File: src/rtl/mem_to_uart_if.sv
// BRAM port B and UART TX signal bundle for the memory read-back path.
// The master side (mem_to_uart) drives address/enable and the TX byte; the slave side
// (BRAM + UART TX) returns read data and the TX busy flag.
interface mem_to_uart_if;
  logic [31:0] doutB;
  logic [31:0] addrB;
  logic        enB;
  logic [3:0]  weB;
  logic [7:0]  uart_data;
  logic        uart_send;
  logic        uart_busy;

  modport master (
    input  doutB, uart_busy,
    output addrB, enB, weB, uart_data, uart_send
  );

  modport slave (
    output doutB, uart_busy,
    input  addrB, enB, weB, uart_data, uart_send
  );
endinterface

File: src/rtl/mem_to_uart.sv
// Reads NUM_WORDS words from BRAM port B and streams each as 4 bytes, LSB first, to a UART TX.
// Handshake: uart_send is a 1-cycle strobe issued only while uart_busy=0; uart_data is valid
// with it and held until the TX drops uart_busy again.
module mem_to_uart #(
  parameter int NUM_WORDS    = 8,
  parameter int READ_LATENCY = 1
) (
  input  logic        clock,
  input  logic        reset_n,
  input  logic        start,
  output logic        busy,
  output logic        done,
  output logic [2:0]  dbg_state_o,
  mem_to_uart_if.master bus
);

  localparam int              WIDX      = (NUM_WORDS > 1) ? $clog2(NUM_WORDS) : 1;
  localparam logic [WIDX-1:0] LAST_WORD = WIDX'(NUM_WORDS - 1);
  localparam logic [1:0]      LAT_LOAD  = 2'(READ_LATENCY - 1);

  typedef enum logic [2:0] {
    S_IDLE    = 3'd0,
    S_READ    = 3'd1,
    S_RD_WAIT = 3'd2,
    S_SEND    = 3'd3,
    S_GAP     = 3'd4,
    S_TX_WAIT = 3'd5,
    S_DONE    = 3'd6
  } state_t;

  state_t          state_q, state_d;
  logic [WIDX-1:0] word_idx_q, word_idx_d;
  logic [1:0]      byte_idx_q, byte_idx_d;
  logic [31:0]     word_reg_q, word_reg_d;
  logic [1:0]      lat_q, lat_d;
  logic [7:0]      uart_data_q, uart_data_d;
  logic [1:0]      byte_nxt;
  logic            en_b;
  logic            send;

  assign byte_nxt = byte_idx_q + 2'd1;

  always_ff @(posedge clock or negedge reset_n) begin
    if (!reset_n) begin
      state_q     <= S_IDLE;
      word_idx_q  <= '0;
      byte_idx_q  <= '0;
      word_reg_q  <= '0;
      lat_q       <= '0;
      uart_data_q <= '0;
    end else begin
      state_q     <= state_d;
      word_idx_q  <= word_idx_d;
      byte_idx_q  <= byte_idx_d;
      word_reg_q  <= word_reg_d;
      lat_q       <= lat_d;
      uart_data_q <= uart_data_d;
    end
  end

  // uart_data is loaded on entry to SEND so it is already stable when the strobe fires.
  always_comb begin
    state_d     = state_q;
    word_idx_d  = word_idx_q;
    byte_idx_d  = byte_idx_q;
    word_reg_d  = word_reg_q;
    lat_d       = lat_q;
    uart_data_d = uart_data_q;
    en_b        = 1'b0;
    send        = 1'b0;
    case (state_q)
      S_IDLE, S_DONE: begin
        if (start) begin
          word_idx_d = '0;
          byte_idx_d = '0;
          state_d    = S_READ;
        end
      end
      S_READ: begin
        en_b    = 1'b1;
        lat_d   = LAT_LOAD;
        state_d = S_RD_WAIT;
      end
      S_RD_WAIT: begin
        en_b = 1'b1;
        if (lat_q == 2'd0) begin
          word_reg_d  = bus.doutB;
          uart_data_d = bus.doutB[{byte_idx_q, 3'b000} +: 8];
          state_d     = S_SEND;
        end else begin
          lat_d = lat_q - 2'd1;
        end
      end
      S_SEND: begin
        if (!bus.uart_busy) begin
          send    = 1'b1;
          state_d = S_GAP;
        end
      end
      S_GAP: begin
        state_d = S_TX_WAIT;
      end
      S_TX_WAIT: begin
        if (!bus.uart_busy) begin
          if (byte_idx_q != 2'd3) begin
            byte_idx_d  = byte_nxt;
            uart_data_d = word_reg_q[{byte_nxt, 3'b000} +: 8];
            state_d     = S_SEND;
          end else if (word_idx_q != LAST_WORD) begin
            byte_idx_d = '0;
            word_idx_d = word_idx_q + 1'b1;
            state_d    = S_READ;
          end else begin
            state_d = S_DONE;
          end
        end
      end
      default: state_d = S_IDLE;
    endcase
  end

  assign bus.addrB     = 32'({word_idx_q, 2'b00});
  assign bus.enB       = en_b;
  assign bus.weB       = 4'h0;
  assign bus.uart_data = uart_data_q;
  assign bus.uart_send = send;
  assign busy          = (state_q != S_IDLE) && (state_q != S_DONE);
  assign done          = (state_q == S_DONE);
  assign dbg_state_o   = state_q;

endmodule

File: src/flat_wrapper.sv
// flat-port wrapper written by rule: the top's interface ports become plain ports
module mem_to_uart_flat 
#(
  parameter int NUM_WORDS    = 8,
  parameter int READ_LATENCY = 1
)
  (clock, reset_n, start, busy, done, dbg_state_o, bus_doutB, bus_uart_busy, bus_addrB, bus_enB, bus_weB, bus_uart_data, bus_uart_send);
  mem_to_uart_if bus_i ();
  input  logic clock;
  input  logic reset_n;
  input  logic start;
  output logic busy;
  output logic done;
  output logic [2:0] dbg_state_o;
  input wire logic [$bits(bus_i.doutB)-1:0] bus_doutB;
  input wire logic [$bits(bus_i.uart_busy)-1:0] bus_uart_busy;
  output wire logic [$bits(bus_i.addrB)-1:0] bus_addrB;
  output wire logic [$bits(bus_i.enB)-1:0] bus_enB;
  output wire logic [$bits(bus_i.weB)-1:0] bus_weB;
  output wire logic [$bits(bus_i.uart_data)-1:0] bus_uart_data;
  output wire logic [$bits(bus_i.uart_send)-1:0] bus_uart_send;
  assign bus_i.doutB = bus_doutB;
  assign bus_i.uart_busy = bus_uart_busy;
  assign bus_addrB = bus_i.addrB;
  assign bus_enB = bus_i.enB;
  assign bus_weB = bus_i.weB;
  assign bus_uart_data = bus_i.uart_data;
  assign bus_uart_send = bus_i.uart_send;
  mem_to_uart #(.NUM_WORDS(NUM_WORDS), .READ_LATENCY(READ_LATENCY)) u_core (.clock(clock), .reset_n(reset_n), .start(start), .busy(busy), .done(done), .dbg_state_o(dbg_state_o), .bus(bus_i));
endmodule
File: config.mk
export PLATFORM = sky130hd
export DESIGN_NAME = mem_to_uart_flat
export DESIGN_NICKNAME = d
export VERILOG_FILES = /design/src/rtl/mem_to_uart_if.sv /design/src/rtl/mem_to_uart.sv /design/src/flat_wrapper.sv
export SDC_FILE = /design/constraint.sdc
export NUM_CORES = 1
export LEC_CHECK = 0
export ABC_AREA = 1
export BUFFER_PORTS_ARGS = -buffer_cell sky130_fd_sc_hd__buf_4
export CORE_AREA = 2 2 67 116
export CTS_CLUSTER_SIZE = 25
export DETAILED_ROUTE_END_ITERATION = 10
export DIE_AREA = 0 0 69 118
export GPL_TIMING_DRIVEN = 0
export PLACE_DENSITY = 0.69
export SLEW_MARGIN = 25
export SYNTH_ARGS = -nofsm -noshare
export SYNTH_HDL_FRONTEND = slang
export SYNTH_SLANG_ARGS = --single-unit
File: constraint.sdc
create_clock -name clock -period 1.4 [get_ports clock]
set_input_delay 0.28 -clock clock [delete_from_list [all_inputs] [get_ports clock]]
set_output_delay 0.28 -clock clock [all_outputs]
set_load 0.005 [all_outputs]
==> results of run 1 <==
[per-stage QoR]
step	power (W)	std cells	worst slack (ps)
finish	0.00912	636	-97.5
global route	0.00981	636	-144
CTS	0.00858	630	-68.7
detailed placement	0.00671	611	-234
global placement	0.00660	611	-223
floorplan	0.00543	472	11.6
[worst min-delay path by stage]
stage / slack, ps / start / endpoint
2_1_floorplan: -20 / reset_n / u_core.bus.uart_data[0]
3_3_place_gp: 350 / reset_n / u_core.bus.uart_data[2]
3_5_place_dp: 350 / reset_n / u_core.bus.uart_data[4]
4_1_cts: 40 / reset_n / u_core.bus.uart_data[4]
5_1_grt: 60 / reset_n / u_core.bus.uart_data[4]
6_report: 20 / reset_n / u_core.bus.uart_data[4]
[synth_stat cells, types with 2 or more instances]
cell type | instances | area (um2)
sky130_fd_sc_hd__nand2_4 | 2 | 22.5
sky130_fd_sc_hd__buf_2 | 9 | 45.0
sky130_fd_sc_hd__nand4_1 | 7 | 43.8
sky130_fd_sc_hd__inv_2 | 2 | 7.51
sky130_fd_sc_hd__clkbuf_1 | 3 | 11.3
sky130_fd_sc_hd__nand2_1 | 148 | 556
sky130_fd_sc_hd__inv_1 | 39 | 146
sky130_fd_sc_hd__nor2_1 | 34 | 128
sky130_fd_sc_hd__buf_6 | 6 | 67.6
sky130_fd_sc_hd__nor2_2 | 2 | 12.5
sky130_fd_sc_hd__dfrtp_1 | 50 | 1250
sky130_fd_sc_hd__nor2_4 | 2 | 22.5
sky130_fd_sc_hd__o21ai_0 | 7 | 35.0
sky130_fd_sc_hd__buf_4 | 33 | 248
sky130_fd_sc_hd__a21oi_1 | 29 | 145
sky130_fd_sc_hd__nand3_1 | 55 | 275
sky130_fd_sc_hd__ha_1 | 4 | 50.1
[worst register-to-register path, delay by kind of cell (launching register included)]
kind            cells  cell delay [ps]
compound gates      1              190
buf+inv             1              180
flops               1              470
simple gates        3              510
[registers in the layout (all words and copies together), names as in the netlist]
register              count
u_core.word_idx_q         3
u_core.byte_idx_q         2
u_core.dbg_state_o        3
u_core.bus.uart_data      8
u_core.lat_q              2
u_core.word_reg_q        32
[routing by layer]
layer  GRT usage, %  share of wire (%)
met1           22.0                 34
met5              0                  0
met4           9.68                4.3
met3           2.83                5.0
met2           41.6                 57
[where the power goes]
part           switching (W)  leakage [nW]  internal, W
combinational        0.00305          1.71      0.00224
sequential          0.000315         0.587      0.00213
clock               0.000548        0.0771     0.000845
total                0.00391          2.38      0.00521
[repair_timing]
item	in CTS	in global routing
cloned	0	3
pin swaps	3	13
gates resized for setup	35	47
endpoints found under the setup margin	46	43
hold endpoints to repair	0	0
setup buffers	11	3
[cells by family (layout without fill, tap and decap cells)]
kind of cell / after synthesis / count (layout) / share of synthesized area [%]
buffers and inverters: 94 / 172 / 17.1
adder cells (fa/ha/maj): 4 / 4 / 1.59
flip-flops: 50 / 50 / 39.8
AND/OR/NAND/NOR: 254 / 254 / 35.5
other: 1 / 33 / 0.119
AO/OA/AOI/OAI: 37 / 37 / 5.90
[layout make-up]
class,count,share of cell area [%]
plain buffers,51,9.88
clock buffers,6,2.98
clock inverters,2,0.867
inverters,43,4.34
multi-input cells,328,38.2
flip-flops and latches,50,29.0
well taps,86,2.49
repair buffers,69,12.1
repair inverters,1,0.202
==> Implementation_results.wiki, run 1 <==
{| class="wikitable"
! Metric !! Value
|-
| Most used cell along the critical path || sky130_fd_sc_hd__buf_6
|-
| Maximum number of pins on one net before global-route repair || 51
|-
| Biggest fanout along the worst timing path || 8
|-
| Starting DRC count in detailed routing || 207
|-
| Area taken by flip-flops and latches || 1250 um2
|-
| Wire length of the first global-routing pass || 14.0 mm
|-
| Endpoint required time on the critical path || 1120 ps
|-
| FF-to-FF Start || u_core.dbg_state_o[2]
|-
| WP buf/inv || 2
|-
| Count of flip-flops with a built-in enable after synthesis || 0
|-
| Sum of negative setup slack || -616 ps
|-
| Instance area at placement || 3780 um2
|-
| Relative slew slack || 56.0%
|-
| Count of inserted antenna diode cells || 0
|-
| FFs w/ async S/R, synth || 100%
|-
| Relative area change from synthesis to final layout || 37.8%
|-
| Total stage count of the critical path || 5
|-
| Die W || 69 um
|-
| GRT overflow || 0
|-
| Placement row count || 41
|-
| Violations in the final reports || negative setup slack
|-
| Main flop type after synthesis || sky130_fd_sc_hd__dfrtp_1
|-
| Actual slew at the worst max-slew pin || 659 ps
|-
| Clock net sink count || 50
|-
| Terminus of the critical flop-to-flop path || u_core.dbg_state_o[1]
|-
| Clock tree root driver cell || sky130_fd_sc_hd__clkbuf_16
|-
| Portion of the clock cycle consumed by the worst path in the final layout || 107%
|-
| Clock transition at path regs || 70 ps
|-
| Reported max-cap violation count || 0
|-
| Final setup viols || 15
|-
| CP Data Arrival Time || 1220 ps
|-
| Post-detailed-route DRC marker count || 0
|-
| First drt pass iteration count || 4
|-
| Count of buffers inserted at the top-level ports || 53
|-
| Post-layout nets || 589
|-
| Die Height || 118 um
|-
| Via total after detailed routing || 3100
|-
| Hold WC Path Type || input port to async pin
|-
| Minimum period implied by the final worst setup slack || 1500 ps
|-
| Avg Inst Size Synth || 7.14 um2
|-
| Fill cell count || 679
|-
| Post-route cell area || 4330 um2
|-
| Worst path cell trace || buf_6, nor2_4, nand2_4, nand2_2, buf_6
|-
| Run status || finished with violations
|-
| Number of vias per cell after detailed routing || 4.87
|-
| Critical path's slowest cell || sky130_fd_sc_hd__dfrtp_1
|-
| Register-to-register setup slack || -60 ps
|-
| Static leakage || 2.38 nW
|-
| Family with the most delay on the worst path || flip-flops
|-
| Post-route setup slack || -97.5 ps
|-
| Most frequent cells in the layout || sky130_fd_sc_hd__nand2_1 (139), sky130_fd_sc_hd__buf_4 (103), sky130_fd_sc_hd__dfrtp_1 (48)
|-
| Peak supply drop || 0.00164 V
|-
| Latest clock arrival within the worst-skew pair || 300 ps
|-
| Remaining antenna violation count after routing || 0
|-
| Final hold violation count || 0
|-
| Fraction of layout instances using a drive strength above 1 || 33.1%
|-
| #FFs+latches synth || 50
|-
| Multi-input combinational cell area || 1650 um2
|-
| End point of the critical path || bus_enB
|-
| Die area || 8140 um2
|-
| Effective utilization at floorplan || 43.7%
|-
| Clock Path Buffers || 2
|-
| Final weighted congestion in routability-driven placement || 0.909
|-
| Max Slew Vio Count || 0
|-
| Routed length per instance || 14.5 um
|-
| Critical path launch point || u_core.dbg_state_o[0]
|-
| Highest attainable clock frequency || 668 MHz
|-
| Launching element type of the critical path || flop
|-
| Sequential area share after synthesis || 39.8%
|-
| Power density over the cells || 2110 nW/um2
|-
| Antenna violations before repair || 0
|-
| Capturing element type of the critical path || output pin
|-
| Core region area || 7180 um2
|-
| Commonest non-fill, non-tap cell in the layout || sky130_fd_sc_hd__nand2_1
|-
| Cell variety after synth || 25
|-
| Clock buffer count from CTS || 5
|-
| Aggregate routed wire length || 9.20 mm
|-
| Unrepaired setup endpoints after global routing || yes
|-
| H-tree depth || 2
|-
| CTS tree || yes
|-
| GR Util All Layers || 21.4%
|-
| Top-level I/O count || 87
|-
| Synthesized netlist cell count || 440
|-
| Via count of the first global-routing pass || 2987
|-
| HPWL after detailed placement || 6.41 mm
|-
| Worst hold-check slack || 15.1 ps
|-
| Number of synthesis warnings || 0
|-
| Largest stage delay on the critical path || 400 ps
|-
| Number of hold buffers added after CTS || 0
|-
| Final clock skew || 7.47 ps
|-
| Finished Core Util || 60.3%
|-
| Reg2Reg Depth || 5
|-
| Summed instance area of the synthesized netlist || 3140 um2
|-
| CP Class || flop to output pin
|}
No activity file was read; power rests on OpenSTA's default activity.
==> run 2: changes to the inputs <==
Settings changed: PLACE_DENSITY 0.69 to unset, PLACE_DENSITY_LB_ADDON set to 0.15.
==> run 2 against run 1 <==
Compared with the run above: the flow still finishes with violations (negative setup slack); wire length up 9.0%; cell count up 2.0%; largest cell class unchanged; sequential share of layout area down 2.8 points; core utilization up 6.4 points; sequential power about the same; power up 13%; design area up 11%; first-iteration DRC count down 6.8%; flip-flop and latch count unchanged; combinational power up 25%.
==> Implementation_results.wiki, run 2 (same netlist as run 1, synthesis figures left out) <==
{| class="wikitable"
! Metric !! Value
|-
| Max Slew Vio Count || 0
|-
| Maximum number of pins on one net before global-route repair || 51
|-
| Clock transition at path regs || 70 ps
|-
| Effective utilization at floorplan || 43.7%
|-
| Met1 WL || 3.36 mm
|-
| Placement row count || 41
|-
| Final weighted congestion in routability-driven placement || 0.869
|-
| Clock Path Buffers || 2
|-
| Highest attainable clock frequency || 674 MHz
|-
| Uppermost layer routed || met4
|-
| Placed cell count || 611
|-
| Clock buffer count from CTS || 5
|-
| H-tree depth || 2
|-
| CTS tree || yes
|-
| Minimum period implied by the final worst setup slack || 1480 ps
|-
| Hold WC Path Type || input port to async pin
|-
| Aggregate routed wire length || 10.0 mm
|-
| Via count of the first global-routing pass || 3102
|-
| Run status || finished with violations
|-
| Peak supply drop || 0.00123 V
|-
| Violations in the final reports || negative setup slack
|-
| Unrepaired setup endpoints after global routing || yes
|-
| Die area || 8140 um2
|-
| Most frequent cells in the layout || sky130_fd_sc_hd__nand2_1 (132), sky130_fd_sc_hd__buf_4 (107), sky130_fd_sc_hd__dfrtp_1 (48)
|-
| Instance area at placement || 3780 um2
|-
| Final clock skew || 4.62 ps
|-
| Remaining antenna violation count after routing || 0
|-
| Post-detailed-route DRC marker count || 0
|-
| Die W || 69 um
|-
| Launching element type of the critical path || flop
|-
| Post-route total power || 0.0103 W
|-
| Final setup viols || 47
|-
| Relative area change from synthesis to final layout || 52.4%
|-
| Die Height || 118 um
|-
| Routed length on met3 || 562 um
|-
| Wire length of the first global-routing pass || 14.8 mm
|-
| Reported max-cap violation count || 0
|-
| Final non-filler cell total || 649
|-
| Endpoint required time on the critical path || 1120 ps
|-
| CP Class || flop to output pin
|-
| Post-layout nets || 602
|-
| GRT overflow || 0
|-
| Static leakage || 2.49 nW
|-
| Starting DRC count in detailed routing || 193
|-
| Count of inserted antenna diode cells || 0
|-
| Post-route cell area || 4790 um2
|-
| Via total after detailed routing || 3243
|-
| Relative slew slack || 54.8%
|-
| Latest clock arrival within the worst-skew pair || 300 ps
|-
| Routed length per instance || 15.4 um
|-
| Wire length on met2 || 5.68 mm
|-
| Antenna violations before repair || 0
|-
| GR Util All Layers || 23.0%
|-
| Post-route setup slack || -83.6 ps
|-
| Fraction of layout instances using a drive strength above 1 || 42.6%
|-
| Power density over the cells || 2160 nW/um2
|-
| Actual slew at the worst max-slew pin || 678 ps
|-
| Clock tree root driver cell || sky130_fd_sc_hd__clkbuf_16
|-
| Capturing element type of the critical path || output pin
|-
| Final hold violation count || 0
|-
| Top-level I/O count || 87
|-
| Number of vias per cell after detailed routing || 5.00
|-
| Portion of the clock cycle consumed by the worst path in the final layout || 106%
|-
| CP Data Arrival Time || 1200 ps
|-
| Largest register FFs || 32
|-
| First drt pass iteration count || 5
|-
| HPWL after detailed placement || 6.38 mm
|-
| Count of buffers inserted at the top-level ports || 53
|-
| Core region area || 7180 um2
|-
| Register containing the most flip-flops in the final layout || u_core.word_reg_q
|-
| Commonest non-fill, non-tap cell in the layout || sky130_fd_sc_hd__nand2_1
|-
| Clock net sink count || 50
|-
| Biggest fanout along the worst timing path || 5
|}
-- run 2: cell count changes in the layout (fill, tap and decap cells not counted), moves of 5 or more --
cell | previous run | this run
sky130_fd_sc_hd__a21oi_1 | 29 | 16
sky130_fd_sc_hd__a21oi_2 | 0 | 13
sky130_fd_sc_hd__nand2_1 | 139 | 132
sky130_fd_sc_hd__nand2_2 | 8 | 13
sky130_fd_sc_hd__nor2_1 | 30 | 6
sky130_fd_sc_hd__nor2_2 | 5 | 10
sky130_fd_sc_hd__nor2_4 | 3 | 22
-- run 2: final timing paths --
kind                                      endpoint  slack [ps]  cells past startpoint               startpoint
max                                        bus_enB         -80                      5    u_core.dbg_state_o[0]
min reg2reg                u_core.bus.uart_data[6]         490                      2  u_core.bus.uart_data[6]
min                          u_core.word_reg_q[12]           9                      1                  reset_n
max in group asynchronous    u_core.dbg_state_o[1]         880                      1                  reset_n
min in group clock           u_core.word_reg_q[30]         230                      3            bus_doutB[30]
max reg2reg                u_core.bus.uart_data[5]         -80                      7    u_core.dbg_state_o[0]
-- run 2: critical path, stage by stage, from the launching register on --
cell and delay [ps]:
sky130_fd_sc_hd__dfrtp_1 400, sky130_fd_sc_hd__buf_6 150, sky130_fd_sc_hd__nor2_4 130, sky130_fd_sc_hd__nand2_4 80, sky130_fd_sc_hd__nand2_2 60, sky130_fd_sc_hd__buf_6 90
-- run 2: power breakdown --
| group | internal [W] | switching (W) | total, W |
|---|---|---|---|
| Clock | 0.000711 | 0.000553 | 0.00126 |
| Sequential | 0.00213 | 0.000325 | 0.00246 |
| Combinational | 0.00291 | 0.00369 | 0.00660 |
| Total | 0.00575 | 0.00457 | 0.0103 |
-- run 2: area by class of cell --
| cell class | count | area, um2 |
|---|---|---|
| Buffer | 51 | 457 |
| Clock inverter | 1 | 5.00 |
| Tap cell | 86 | 108 |
| Multi-Input combinational cell | 329 | 1920 |
| Clock buffer | 7 | 143 |
| Timing Repair Buffer | 81 | 686 |
| Sequential cell | 50 | 1250 |
| Inverter | 43 | 203 |
| Timing Repair inverter | 1 | 11.3 |
| Fill cell | 641 | 2400 |
-- run 2: repair_timing --
| action | in CTS | in global routing |
|---|---|---|
| setup endpoints to repair | 45 | 52 |
| hold buffers | 0 | 0 |
| cloned | 5 | 4 |
| pin swaps | 13 | 20 |
| buffers inserted | 16 | 5 |
| gates resized for setup | 68 | 95 |
-- run 2: per-layer routing --
metal  track usage, %  up-vias
met2             43.3      129
met1             23.6     1517
met3             3.77       22
li1                 -     1575
met4             12.0        0
met5                0        -
-- run 2: per-stage QoR --
| step | TNS [ps] | hold WS (ps) | setup WS (ps) | utilization [%] |
|---|---|---|---|---|
| finish | -2020 | 8.68 | -83.6 | 66.6 |
| global route | -4600 | 59.6 | -124 | 66.6 |
| CTS | -309 | 41.2 | -59.9 | 60.3 |
| detailed placement | -2890 | 356 | -249 | 52.6 |
| global placement | -2420 | 358 | -234 | 52.6 |
| floorplan | 0 | -15.6 | 11.6 | - |
==> run 3: changes to the inputs <==
--- a/config.mk
+++ b/config.mk
@@ -13,4 +13,5 @@
 export DIE_AREA = 0 0 69 118
 export GPL_TIMING_DRIVEN = 0
+export HOLD_SLACK_MARGIN = 0.12
 export PLACE_DENSITY_LB_ADDON = 0.15
 export SLEW_MARGIN = 25
==> constraint.sdc (replaced) <==
create_clock -name clock -period 1.4 [get_ports clock]
set_input_delay 0.07 -clock clock [delete_from_list [all_inputs] [get_ports clock]]
set_output_delay 0.07 -clock clock [all_outputs]
set_load 0.005 [all_outputs]
==> run 3 against run 2 <==
Compared with the run above: the flow still finishes with violations (negative setup slack); worst hold slack better by 130 ps; register-to-register slack better by 40 ps; design area up 2.8%; critical endpoint is now u_core.word_reg_q[15]; core utilization up 1.8 points.
==> Implementation_results.wiki, run 3 (same netlist as run 1, synthesis figures left out) <==
{| class="wikitable"
! Metric !! Value
|-
| Worst path cell trace || buf_6, nor2_4, nand2_4, inv_6, nand2_8, clkbuf_16, nor2_4, a21oi_1
|-
| GRT overflow || 0
|-
| Minimum period implied by the final worst setup slack || 1440 ps
|-
| Reported max-cap violation count || 0
|-
| Remaining antenna violation count after routing || 0
|-
| Latest clock arrival within the worst-skew pair || 290 ps
|-
| First drt pass iteration count || 4
|-
| Clock transition at path regs || 70 ps
|-
| Max Slew Vio Count || 0
|-
| Final setup viols || 28
|-
| H-tree depth || 2
|-
| HPWL after detailed placement || 6.38 mm
|-
| Static leakage || 2.61 nW
|-
| Launching element type of the critical path || flop
|-
| Internal power || 0.00559 W
|-
| Via count of the first global-routing pass || 3238
|-
| Hold WC Path Type || input port to flop
|-
| CP Data Arrival Time || 1620 ps
|-
| Maximum number of pins on one net before global-route repair || 51
|-
| Die Height || 118 um
|-
| Violations in the final reports || negative setup slack
|-
| Relative slew slack || 55.6%
|-
| Actual slew at the worst max-slew pin || 666 ps
|-
| Sw Share || 42.7%
|-
| Relative contribution of sequential cells to total power || 25.0%
|-
| Post-layout nets || 633
|-
| Run status || finished with violations
|-
| Endpoint required time on the critical path || 1580 ps
|-
| Clock buffer count from CTS || 5
|-
| Clock Path Buffers || 2
|-
| Post-route cell area || 4920 um2
|-
| Commonest non-fill, non-tap cell in the layout || sky130_fd_sc_hd__nand2_1
|-
| Placement row count || 41
|-
| Post-route setup slack || -39.6 ps
|-
| Register containing the most flip-flops in the final layout || u_core.word_reg_q
|-
| Portion of the clock cycle consumed by the worst path in the final layout || 103%
|-
| Final weighted congestion in routability-driven placement || 0.869
|-
| Count of inserted antenna diode cells || 0
|-
| Routed length per instance || 14.7 um
|-
| Core region area || 7180 um2
|-
| Relative area change from synthesis to final layout || 56.6%
|-
| Biggest fanout along the worst timing path || 11
|-
| Highest attainable clock frequency || 695 MHz
|-
| Aggregate routed wire length || 9.96 mm
|-
| Fraction of layout instances using a drive strength above 1 || 37.2%
|-
| Starting DRC count in detailed routing || 265
|-
| Part of the power in the clock network || 12.9%
|-
| Critical path's slowest cell || sky130_fd_sc_hd__dfrtp_1
|-
| Final hold violation count || 0
|-
| Power density over the cells || 1980 nW/um2
|-
| Peak supply drop || 0.00121 V
|-
| Final clock skew || 3.41 ps
|-
| CTS tree || yes
|-
| CP Class || flop to flop
|-
| Top-level I/O count || 87
|-
| Fill cell count || 640
|-
| Largest stage delay on the critical path || 410 ps
|-
| Logic gate share of total power || 62.1%
|-
| Number of vias per cell after detailed routing || 4.81
|-
| Wire length of the first global-routing pass || 15.2 mm
|-
| Instance area at placement || 3780 um2
|-
| GR Util All Layers || 23.3%
|-
| Post-detailed-route DRC marker count || 0
|-
| Die area || 8140 um2
|-
| Unrepaired setup endpoints after global routing || yes
|-
| NetSw || 0.00416 W
|-
| Clock tree root driver cell || sky130_fd_sc_hd__clkbuf_16
|-
| Die W || 69 um
|-
| Setup WS pre-CTS || -249 ps
|-
| Effective utilization at floorplan || 43.7%
|-
| Count of buffers inserted at the top-level ports || 53
|-
| Clock net sink count || 50
|-
| Antenna violations before repair || 0
|-
| Largest register FFs || 32
|-
| Most used cell along the critical path || sky130_fd_sc_hd__nor2_4
|-
| Most frequent cells in the layout || sky130_fd_sc_hd__nand2_1 (142), sky130_fd_sc_hd__buf_4 (110), sky130_fd_sc_hd__dfrtp_1 (48)
|-
| Capturing element type of the critical path || flop
|-
| Via total after detailed routing || 3273
|}
run 3: changes by cell type in the layout (fill, tap and decap cells not counted), sizes merged:
cell	previous run	this run
dlygate4sd3	0	33
clkinv	4	2
buf	127	125
nand2	151	150
clkbuf	12	13
inv	40	42
run 3: layout make-up:
type | instances | area, um2 | area share (%)
inverter | 43 | 188 | 3.82
timing repair buffer | 113 | 1010 | 20.6
tap | 86 | 108 | 2.19
clock inverter | 1 | 5.00 | 0.102
sequential | 50 | 1250 | 25.5
multi-input combinational | 328 | 1740 | 35.4
buffer | 51 | 454 | 9.23
timing repair inverter | 1 | 11.3 | 0.229
clock buffer | 7 | 143 | 2.90
run 3: timing repair:
item                       CTS  global route
pin swaps                    4            26
resized for setup           38            74
hold endpoints to repair    82             0
buffers inserted             5            14
gates cloned                 3             6
setup endpoints to repair   42            50
hold buffers                33             0
run 3: path summary, 6_finish.rpt:
check	startpoint	end	slack (ps)	depth (start not counted)
setup / recovery	u_core.dbg_state_o[0]	u_core.word_reg_q[15]	-40	8
hold / removal	start	u_core.dbg_state_o[2]	140	4
setup reg to reg	u_core.dbg_state_o[0]	u_core.word_reg_q[15]	-40	8
hold reg to reg	u_core.bus.uart_data[2]	u_core.bus.uart_data[2]	490	2
max in group asynchronous	reset_n	u_core.dbg_state_o[1]	570	2
min in group asynchronous	reset_n	u_core.word_reg_q[12]	340	2
run 3: power groups by stage:
stage	Clock, W	Sequential (W)	Combinational [W]
CTS	0.00128	0.00242	0.00488
finish	0.00126	0.00244	0.00606
global placement	0	0.00242	0.00421
floorplan	0	0.00239	0.00304
global route	0.00133	0.00249	0.00663
detailed placement	0	0.00244	0.00430
run 3: critical path, delay by kind of cell, from the launching register on:
family | cells | cell delay (ps)
DFF | 1 | 410
buffers and inverters | 3 | 440
and+or+nand+nor | 4 | 420
AOI/OAI and AO/OA | 1 | 40
run 3: routing by layer:
metal	part of all wire [%]	vias up	track usage, %
li1	-	1631	-
met1	35	1480	24.2
met2	53	124	42.5
met3	5.2	38	3.34
met4	6.8	0	15.1
met5	0	-	0
run 3: through the flow:
step	util, %	hold WS (ps)	TNS [ps]	cells	power (W)
global route	68.5	190	-2960	680	0.0104
detailed placement	52.6	146	-2890	611	0.00674
CTS	61.9	149	-2.64	660	0.00858
global placement	52.6	148	-2420	611	0.00662
finish	68.5	140	-435	680	0.00975
floorplan	-	-226	0	472	0.00543
